==> config.mk <==
export PLATFORM = sky130hd
export DESIGN_NAME = niosii_pio_bidir
export DESIGN_NICKNAME = d
export VERILOG_FILES = /design/src/rtl/niosii_pio_bidir.sv
export SDC_FILE = /design/constraint.sdc
export NUM_CORES = 1
export LEC_CHECK = 0
export BUFFER_PORTS_ARGS = -buffer_cell sky130_fd_sc_hd__buf_2
export CAP_MARGIN = 20
export CORE_MARGIN = 5
export CORE_UTILIZATION = 34
export CTS_BUF_LIST = sky130_fd_sc_hd__clkbuf_16
export DETAILED_ROUTE_END_ITERATION = 7
export PLACE_DENSITY = 0.68
export SLEW_MARGIN = 20
export SYNTH_ARGS = -nofsm -noshare
export SYNTH_HDL_FRONTEND = slang
export SYNTH_SLANG_ARGS = --single-unit
==> constraint.sdc <==
create_clock -name clk -period 2.95 [get_ports clk]
set_input_delay 0.4425 -clock clk [delete_from_list [all_inputs] [get_ports clk]]
set_output_delay 0.4425 -clock clk [all_outputs]
set_load 0.02 [all_outputs]
==> src/rtl/niosii_pio_bidir.sv <==
// niosii_pio_bidir
//   Avalon-MM parallel I/O slave for the Nios II system bus. WIDTH pins, each
//   with its own direction bit and an atomic set/clear path for the output
//   register. Pin inputs go through a SYNC_STAGES-deep synchroniser. A sticky
//   per-bit edge-capture register is then fed from the synchronised inputs.
//   It raises a maskable, registered interrupt.
//
// Ports
//   clk         in   1      system clock (single domain)
//   reset       in   1      synchronous, active-high reset
//   address     in   3      register word address
//   chipselect  in   1      slave select
//   write_n     in   1      active-low write strobe
//   read_n      in   1      active-low read strobe
//   writedata   in   32     write data, bits [WIDTH-1:0] used
//   readdata    out  32     registered read data, upper bits zero
//   in_port     in   WIDTH  asynchronous pin inputs
//   out_port    out  WIDTH  output data register
//   oe          out  WIDTH  per-bit output enable (direction register)
//   irq         out  1      registered interrupt request
//
// Register map (word addresses)
//   0 DATA     R: dir ? data_out : in_sync   W: data_out <= wd
//   1 DIR      R/W, 1 = output
//   2 IRQMASK  R/W
//   3 EDGECAP  R: edge_cap                   W: write-1-to-clear
//   4 OUTSET   W: data_out |= wd             R: 0
//   5 OUTCLR   W: data_out &= ~wd            R: 0
//   6,7        R: 0, writes ignored
module niosii_pio_bidir #(
  parameter int          WIDTH       = 8,
  parameter logic [31:0] OUT_RESET   = 32'h0,
  parameter logic [31:0] DIR_RESET   = 32'h0,
  parameter int          EDGE_TYPE   = 0,
  parameter int          IRQ_TYPE    = 1,
  parameter int          SYNC_STAGES = 2
) (
  input  logic             clk,
  input  logic             reset,
  input  logic [2:0]       address,
  input  logic             chipselect,
  input  logic             write_n,
  input  logic             read_n,
  input  logic [31:0]      writedata,
  output logic [31:0]      readdata,
  input  logic [WIDTH-1:0] in_port,
  output logic [WIDTH-1:0] out_port,
  output logic [WIDTH-1:0] oe,
  output logic             irq
);

  localparam logic [2:0] ADDR_DATA = 3'd0;
  localparam logic [2:0] ADDR_DIR  = 3'd1;
  localparam logic [2:0] ADDR_MASK = 3'd2;
  localparam logic [2:0] ADDR_EDGE = 3'd3;
  localparam logic [2:0] ADDR_SET  = 3'd4;
  localparam logic [2:0] ADDR_CLR  = 3'd5;

  // Edge detection is armed once in_prev holds a sample taken after reset.
  localparam logic [2:0] FILL_MAX = 3'(SYNC_STAGES + 1);

  logic             w_wr;
  logic             w_rd;
  logic [WIDTH-1:0] w_wd;
  logic             w_unused_wd;

  logic [WIDTH-1:0] r_sync [SYNC_STAGES];
  logic [WIDTH-1:0] r_in_prev;
  logic [2:0]       r_fill;
  logic [WIDTH-1:0] w_in_sync;
  logic             w_armed;

  logic [WIDTH-1:0] r_data_out;
  logic [WIDTH-1:0] r_dir;
  logic [WIDTH-1:0] r_mask;
  logic [WIDTH-1:0] r_edge_cap;
  logic [31:0]      r_readdata;
  logic             r_irq;

  logic [WIDTH-1:0] w_edge_raw;
  logic [WIDTH-1:0] w_edges;
  logic [WIDTH-1:0] w_clr;
  logic [31:0]      w_rd_word;
  logic             w_irq_cond;

  assign w_wr        = chipselect & ~write_n;
  assign w_rd        = chipselect & ~read_n;
  assign w_wd        = writedata[WIDTH-1:0];
  // Upper writedata bits are architecturally ignored.
  assign w_unused_wd = ^writedata;

  assign w_in_sync   = r_sync[SYNC_STAGES-1];
  assign w_armed     = (r_fill == FILL_MAX);

  // Input synchroniser, delayed copy for edge detect, post-reset fill counter
  always_ff @(posedge clk) begin
    if (reset) begin
      for (int i = 0; i < SYNC_STAGES; i++) r_sync[i] <= '0;
      r_in_prev <= '0;
      r_fill    <= '0;
    end else begin
      r_sync[0] <= in_port;
      for (int i = 1; i < SYNC_STAGES; i++) r_sync[i] <= r_sync[i-1];
      r_in_prev <= w_in_sync;
      if (!w_armed) r_fill <= r_fill + 3'd1;
    end
  end

  always_comb begin
    w_edge_raw = '0;
    case (EDGE_TYPE)
      0:       w_edge_raw =  w_in_sync & ~r_in_prev;
      1:       w_edge_raw = ~w_in_sync &  r_in_prev;
      default: w_edge_raw =  w_in_sync ^  r_in_prev;
    endcase
  end

  // Until the chain holds real pin samples, a difference against the zeroed
  // reset state is not a pin edge and must not be captured.
  assign w_edges = w_armed ? w_edge_raw : '0;
  assign w_clr   = (w_wr && address == ADDR_EDGE) ? w_wd : '0;

  always_comb begin
    w_rd_word = '0;
    case (address)
      ADDR_DATA: w_rd_word[WIDTH-1:0] = (r_dir & r_data_out) | (~r_dir & w_in_sync);
      ADDR_DIR:  w_rd_word[WIDTH-1:0] = r_dir;
      ADDR_MASK: w_rd_word[WIDTH-1:0] = r_mask;
      ADDR_EDGE: w_rd_word[WIDTH-1:0] = r_edge_cap;
      default:   w_rd_word = '0;
    endcase
  end

  assign w_irq_cond = (IRQ_TYPE == 0) ? |(w_in_sync & r_mask) : |(r_edge_cap & r_mask);

  // Register file, edge capture, read data and interrupt
  always_ff @(posedge clk) begin
    if (reset) begin
      r_data_out <= OUT_RESET[WIDTH-1:0];
      r_dir      <= DIR_RESET[WIDTH-1:0];
      r_mask     <= '0;
      r_edge_cap <= '0;
      r_readdata <= '0;
      r_irq      <= 1'b0;
    end else begin
      if (w_wr) begin
        case (address)
          ADDR_DATA: r_data_out <= w_wd;
          ADDR_DIR:  r_dir      <= w_wd;
          ADDR_MASK: r_mask     <= w_wd;
          ADDR_SET:  r_data_out <= r_data_out | w_wd;
          ADDR_CLR:  r_data_out <= r_data_out & ~w_wd;
          default:   ;
        endcase
      end
      // A new edge outranks a same-cycle write-1-to-clear.
      r_edge_cap <= (r_edge_cap & ~w_clr) | w_edges;
      if (w_rd) r_readdata <= w_rd_word;
      r_irq <= w_irq_cond;
    end
  end

  assign out_port = r_data_out;
  assign oe       = r_dir;
  assign readdata = r_readdata;
  assign irq      = r_irq;

endmodule

Word-level counts from Yosys, hierarchy flattened
Memories as Yosys holds them, arrays and structs flattened.
Cells that the tools add are included.
W data, S select, Z words.

storage, ports and cells
  flip-flop bits (word level) = 52
  bits in writable memories = 16
  input port bits = 48
  word-level logic and storage cells = 51
  memories = 1

operators by class
  add/sub/neg operators = 1
  equal/unequal tests = 6
  muxes and demuxes = 9
  bitwise gates (word level) = 19
  reduce and logical (&&, ||, !) cells = 7

memories
  name    words  bits a word  read ports  clocked after Yosys merged registers in  write ports  line  text
  r_sync  2      8            2           0                                        2            67    logic [WIDTH-1:0] r_sync [SYNC_STAGES];

operators by type and width
  kind                   number
  $and A8 B8 Y8          6
  $mux W8                4
  $not A8 Y8             4
  $pmux W8 S4            1
  $or A8 B8 Y8           3
  $pmux W8 S3            1
  $eq A3 B2 Y1 const B   3
  $reduce_or A8 Y1       1
  $eq A3 B3 Y1 const B   2
  $reduce_and A2 Y1      3
  $add A3 B1 Y3 const B  1
  $eq A3 B1 Y1 const B   1
  $logic_not A3 Y1       1
  $mux W1                3
  $reduce_bool A3 Y1     1
  $and A1 B1 Y1          2
  $not A1 Y1             2
  $or A1 B1 Y1           2
  $logic_and A1 B1 Y1    1

Longest topological paths before layout
  depth in word-level cells = 7
  depth in mapped cells = 6
  mapped depth without buffers = 5

Worst setup path before layout
No wires, ideal clock.

  path kind = input-to-reg
  start point = input address[1]
  end point = register r_data_out[2], in the netlist out_port[2]
  setup time = 0.118 ns
  data arrival time = 1.358 ns
  path slack = 1.474 ns
  stages = 4
  cell sequence = buf_4 > nor3b_2 > o211ai_1 > a32o_2

between the ends
  cells in the longest elaborated chain, start to end = 3
  elaborated cells on any way between the ends = 6
  classes of those cells = eq/ne (2); mux (1); reduce/logical (3)

ends and longest elaborated chain
  what                                                     line  text
  from (decl)                                              40    input logic [2:0] address,
  $eq A3 B3 Y1 / $logic_not A3 Y1 (equally long branches)  147   case (address)
  $reduce_bool A3 Y1 (no line)                             -
  $reduce_and A2 Y1 (no line)                              -
  to (signal assigned)                                     148   ADDR_DATA: r_data_out <= w_wd;
  to (signal assigned)                                     151   ADDR_SET: r_data_out <= r_data_out | w_wd;
  to (signal assigned)                                     152   ADDR_CLR: r_data_out <= r_data_out & ~w_wd;
  to (decl)                                                73    logic [WIDTH-1:0] r_data_out;

Parallel ways exist; a longest one is shown, timed or not.
A chain may end at the register's enable or synchronous reset.

Final worst setup path
  start point = input address[0]
  end point = register r_edge_cap[3]

between the ends
  cells in the longest elaborated chain, start to end = 6

ends and longest elaborated chain
  what                  line  text
  $eq A3 B2 Y1          121   assign w_clr = (w_wr && address == ADDR_EDGE) ? w_wd : '0;
  $logic_and A1 B1 Y1   121
  $mux W8               121
  $not A8 Y8            157   r_edge_cap <= (r_edge_cap & ~w_clr) | w_edges;
  $and A8 B8 Y8         157
  $or A8 B8 Y8          157
  to (signal assigned)  157
  to (decl)             76    logic [WIDTH-1:0] r_edge_cap;

Every way passes these cells.

==> summary.txt <==
Die
  • Core ar.: 8680 um2
  • Die area: between 10,000 and 15,000 um2
  • Die Span Y: roughly 100 um
  • Boundary pin count: slightly below 100
  • Cell row count: 34
  • Die Span X: 104 um
  • Starting Density: between 30% and 40%

Clock network
  • CTS tree: yes
  • Post-CTS sizing: 0
  • H-tree levels: 3
  • Cts bufs inserted: 9
  • # Post-CTS Setup Buffers: 0
  • Clock tree root buffer cell: clkbuf_16
  • Clock Pin Slew Worst Setup and Hold Paths: approximately 0.050 ns
  • Clk sinks: 68
  • Clk_lat worst skew: roughly 0.32 ns
  • Maximum buffer depth of the clock tree: 2
  • CTS Hold Bufs: 0

Critical path
  • CP Max Fanout: 31
  • Crit path arrival time: roughly 2.1 ns
  • WP data required: 3.14 ns
  • Kind of critical path: input port to flip-flop
  • Critical Path Start Type: input port
  • CP Capture Type: flip-flop

Finish
  • # fillers: 888
  • Most common cell after layout, fill and taps aside: dfxtp_1
  • Antenna diodes: 0
  • Nets: between 400 and 500
  • Fin util: around 40%
  • Commonest non-fill, non-tap cells in the layout: dfxtp_1, buf_2, a21oi_1, nor2b_1
  • Fraction of layout cells with a size suffix above 1: between 20% and 30%
  • Syn-to-layout area delta: 16.5%

Synthesis
  • Synth area leader: dfxtp_1
  • Yosys top cell area share: a little under half
  • Synth warn: 0
  • Post-synth cell types: 37
  • Number of synthesized register bits: ~70
  • Synth top area cells: dfxtp_1, buf_4, a21oi_1
  • Synth Cell Area: ~3000 um2
  • Seq/Total Area, Yosys: ~45%
  • Cell count after synthesis: between 300 and 400
  • Post-Syn Area per Cell: between 9 and 10 um2

STA
  • Max_slew headroom: a little under three fifths
  • Worst Max-Slew Pin Slew: around 0.65 ns
  • Fin. max-slew vios: 0
  • Skew final: 0.00889 ns
  • Max Clock Freq: around 530 MHz
  • Final worst slack: about 1.1 ns
  • Final Hold Fails: 0
  • Setup TNS: 0 ns
  • Final Cycle Share: approximately 64%
  • Fin crit period: between 1.5 and 2 ns
  • RSZ-0062 raised after global routing: false
  • Final setup viols: 0

GRT
  • Pin count of the biggest net entering global routing: 37
  • GRT Total Usage: between 10% and 20%
  • Total grt overflow: 0
  • First-pass GRT wire length: roughly 11,000 um
  • Initial antenna violation count: 0
  • Vias in the first global route: around 2.3k

Pwr
  • IR drop worst, VDD: roughly 0.30 mV
  • Power Total: between 2 and 2.5 mW
  • Leakage power: roughly 1.4 nW
  • Seq pwr share: between 40% and 50%
  • Comb power frac: 8.6%
  • PwrDens: roughly 620 nW/um2
  • Switching part of the total: between 20 and 25%
  • Clock share of power: a little under half
  • NetSw: about 0.53 mW
  • Int Pwr: roughly 1.7 mW

Routing
  • Vias: approximately 2.4k
  • Post-route ant nets: 0
  • Via density: around 5
  • DRT iter0 DRCs: ~200
  • Drt drc: 0
  • DR WL/cell: between 15 and 20 um
  • Pre-antenna DRT Iters: 5
  • Routed wire length: 7240 um

Job
  • Maxcap violations: 0

Placed design
  • Dpl ws: 0.746 ns
  • GP Congestion: between 0.7 and 0.8
  • I/O Buffers: between 40 and 50
  • HPWL after detailed placement: between 5000 and 6000 um

Outcome
  • Outcome: completed

Worst hold path
  • Class of the worst hold path: input port to flip-flop
==> Yosys cell counts, drive strengths merged <==
| cell | n |
|---|---|
| nor4bb | 1 |
| nor3b | 10 |
| and3b | 1 |
| xor2 | 1 |
| clkbuf | 10 |
| inv | 11 |
| dfxtp | 68 |
| nand2 | 3 |
| o211ai | 5 |
| nand3b | 9 |
| o21ai | 24 |
| conb | 1 |
| nand3 | 16 |
| o21a | 11 |
| nand2b | 4 |
| nor3 | 1 |
| nor2 | 6 |
| or3b | 1 |
| buf | 36 |
| mux2i | 1 |
| a41oi | 1 |
| o31ai | 8 |
| mux2 | 8 |
| ha | 2 |
| o32ai | 3 |
| a21oi | 36 |
| nor2b | 25 |
| a22oi | 12 |
| or2 | 1 |
| nor4b | 2 |
| a32o | 5 |
==> power groups by stage <==
stage               combinational, mW  sequential, mW  clock (mW)
CTS                             0.186           0.965        1.05
floorplan                       0.154           0.985           0
global route                    0.207           0.969        1.10
finish                          0.187           0.965        1.03
detailed placement              0.186           0.984           0
global placement                0.182           0.983           0
==> metrics by stage <==
stage | hold slack, ns | cell area (um2) | std cells
finish | 0.327 | 3510 | 474
global route | 0.328 | 3510 | 474
CTS | 0.318 | 3510 | 474
detailed placement | 0.420 | 3210 | 458
global placement | 0.421 | 3210 | 458
floorplan | 0.414 | 3100 | 346
==> layout make-up <==
type,instances,area [um2],share of cell area [%]
clock inverters,7,68.8,1.96
flip-flops and latches,68,1360,38.8
repair buffers,50,255,7.28
clock buffers,9,225,6.42
well taps,108,135,3.85
multi-input cells,221,1420,40.5
inverters,11,41.3,1.18
==> sequential cells by signal, summed over array words and instances, names as in the netlist <==
register,count
r_sync,16
oe,8
out_port,8
r_edge_cap,8
r_in_prev,8
r_mask,8
readdata,8
r_fill,3
irq,1
==> kinds of logic after synthesis <==
logic type	after synthesis	share of synthesized area, %
compound gates	105	21.9
simple gates	80	17.8
flops	68	45.2
buf+inv	57	10.5
mux	9	3.32
fa+ha+maj	2	0.831
other cells	1	0.125
xor+xnor	1	0.291
==> layer usage <==
layer	wire length (um)	part of all wire (%)	GRT usage, %	vias to the layer above
met1	3170	44	15.8	1118
met3	405	5.6	4.28	11
li1	-	-	-	1177
met2	3560	49	21.9	76
met4	106	1.5	4.81	0
met5	0	0	0	-
==> worst max-delay path, cell delays in order <==
cell and delay, ns:
buf_2 0.51, nand3b_1 0.58, o31ai_1 0.41, a21oi_1 0.11
==> path summary, 6_finish.rpt <==
kind / start / endpoint / slack (ns) / cells past startpoint
worst max-delay path: address[0] / r_edge_cap[3] / 1.08 / 4
worst min register to register: r_sync[0][6] / r_sync[0][14] / 0.43 / 1
worst min-delay path: in_port[3] / r_sync[0][3] / 0.33 / 2
worst max register to register: r_fill[0] / r_fill[1] / 1.58 / 4
(Power assumes the default switching activity.)
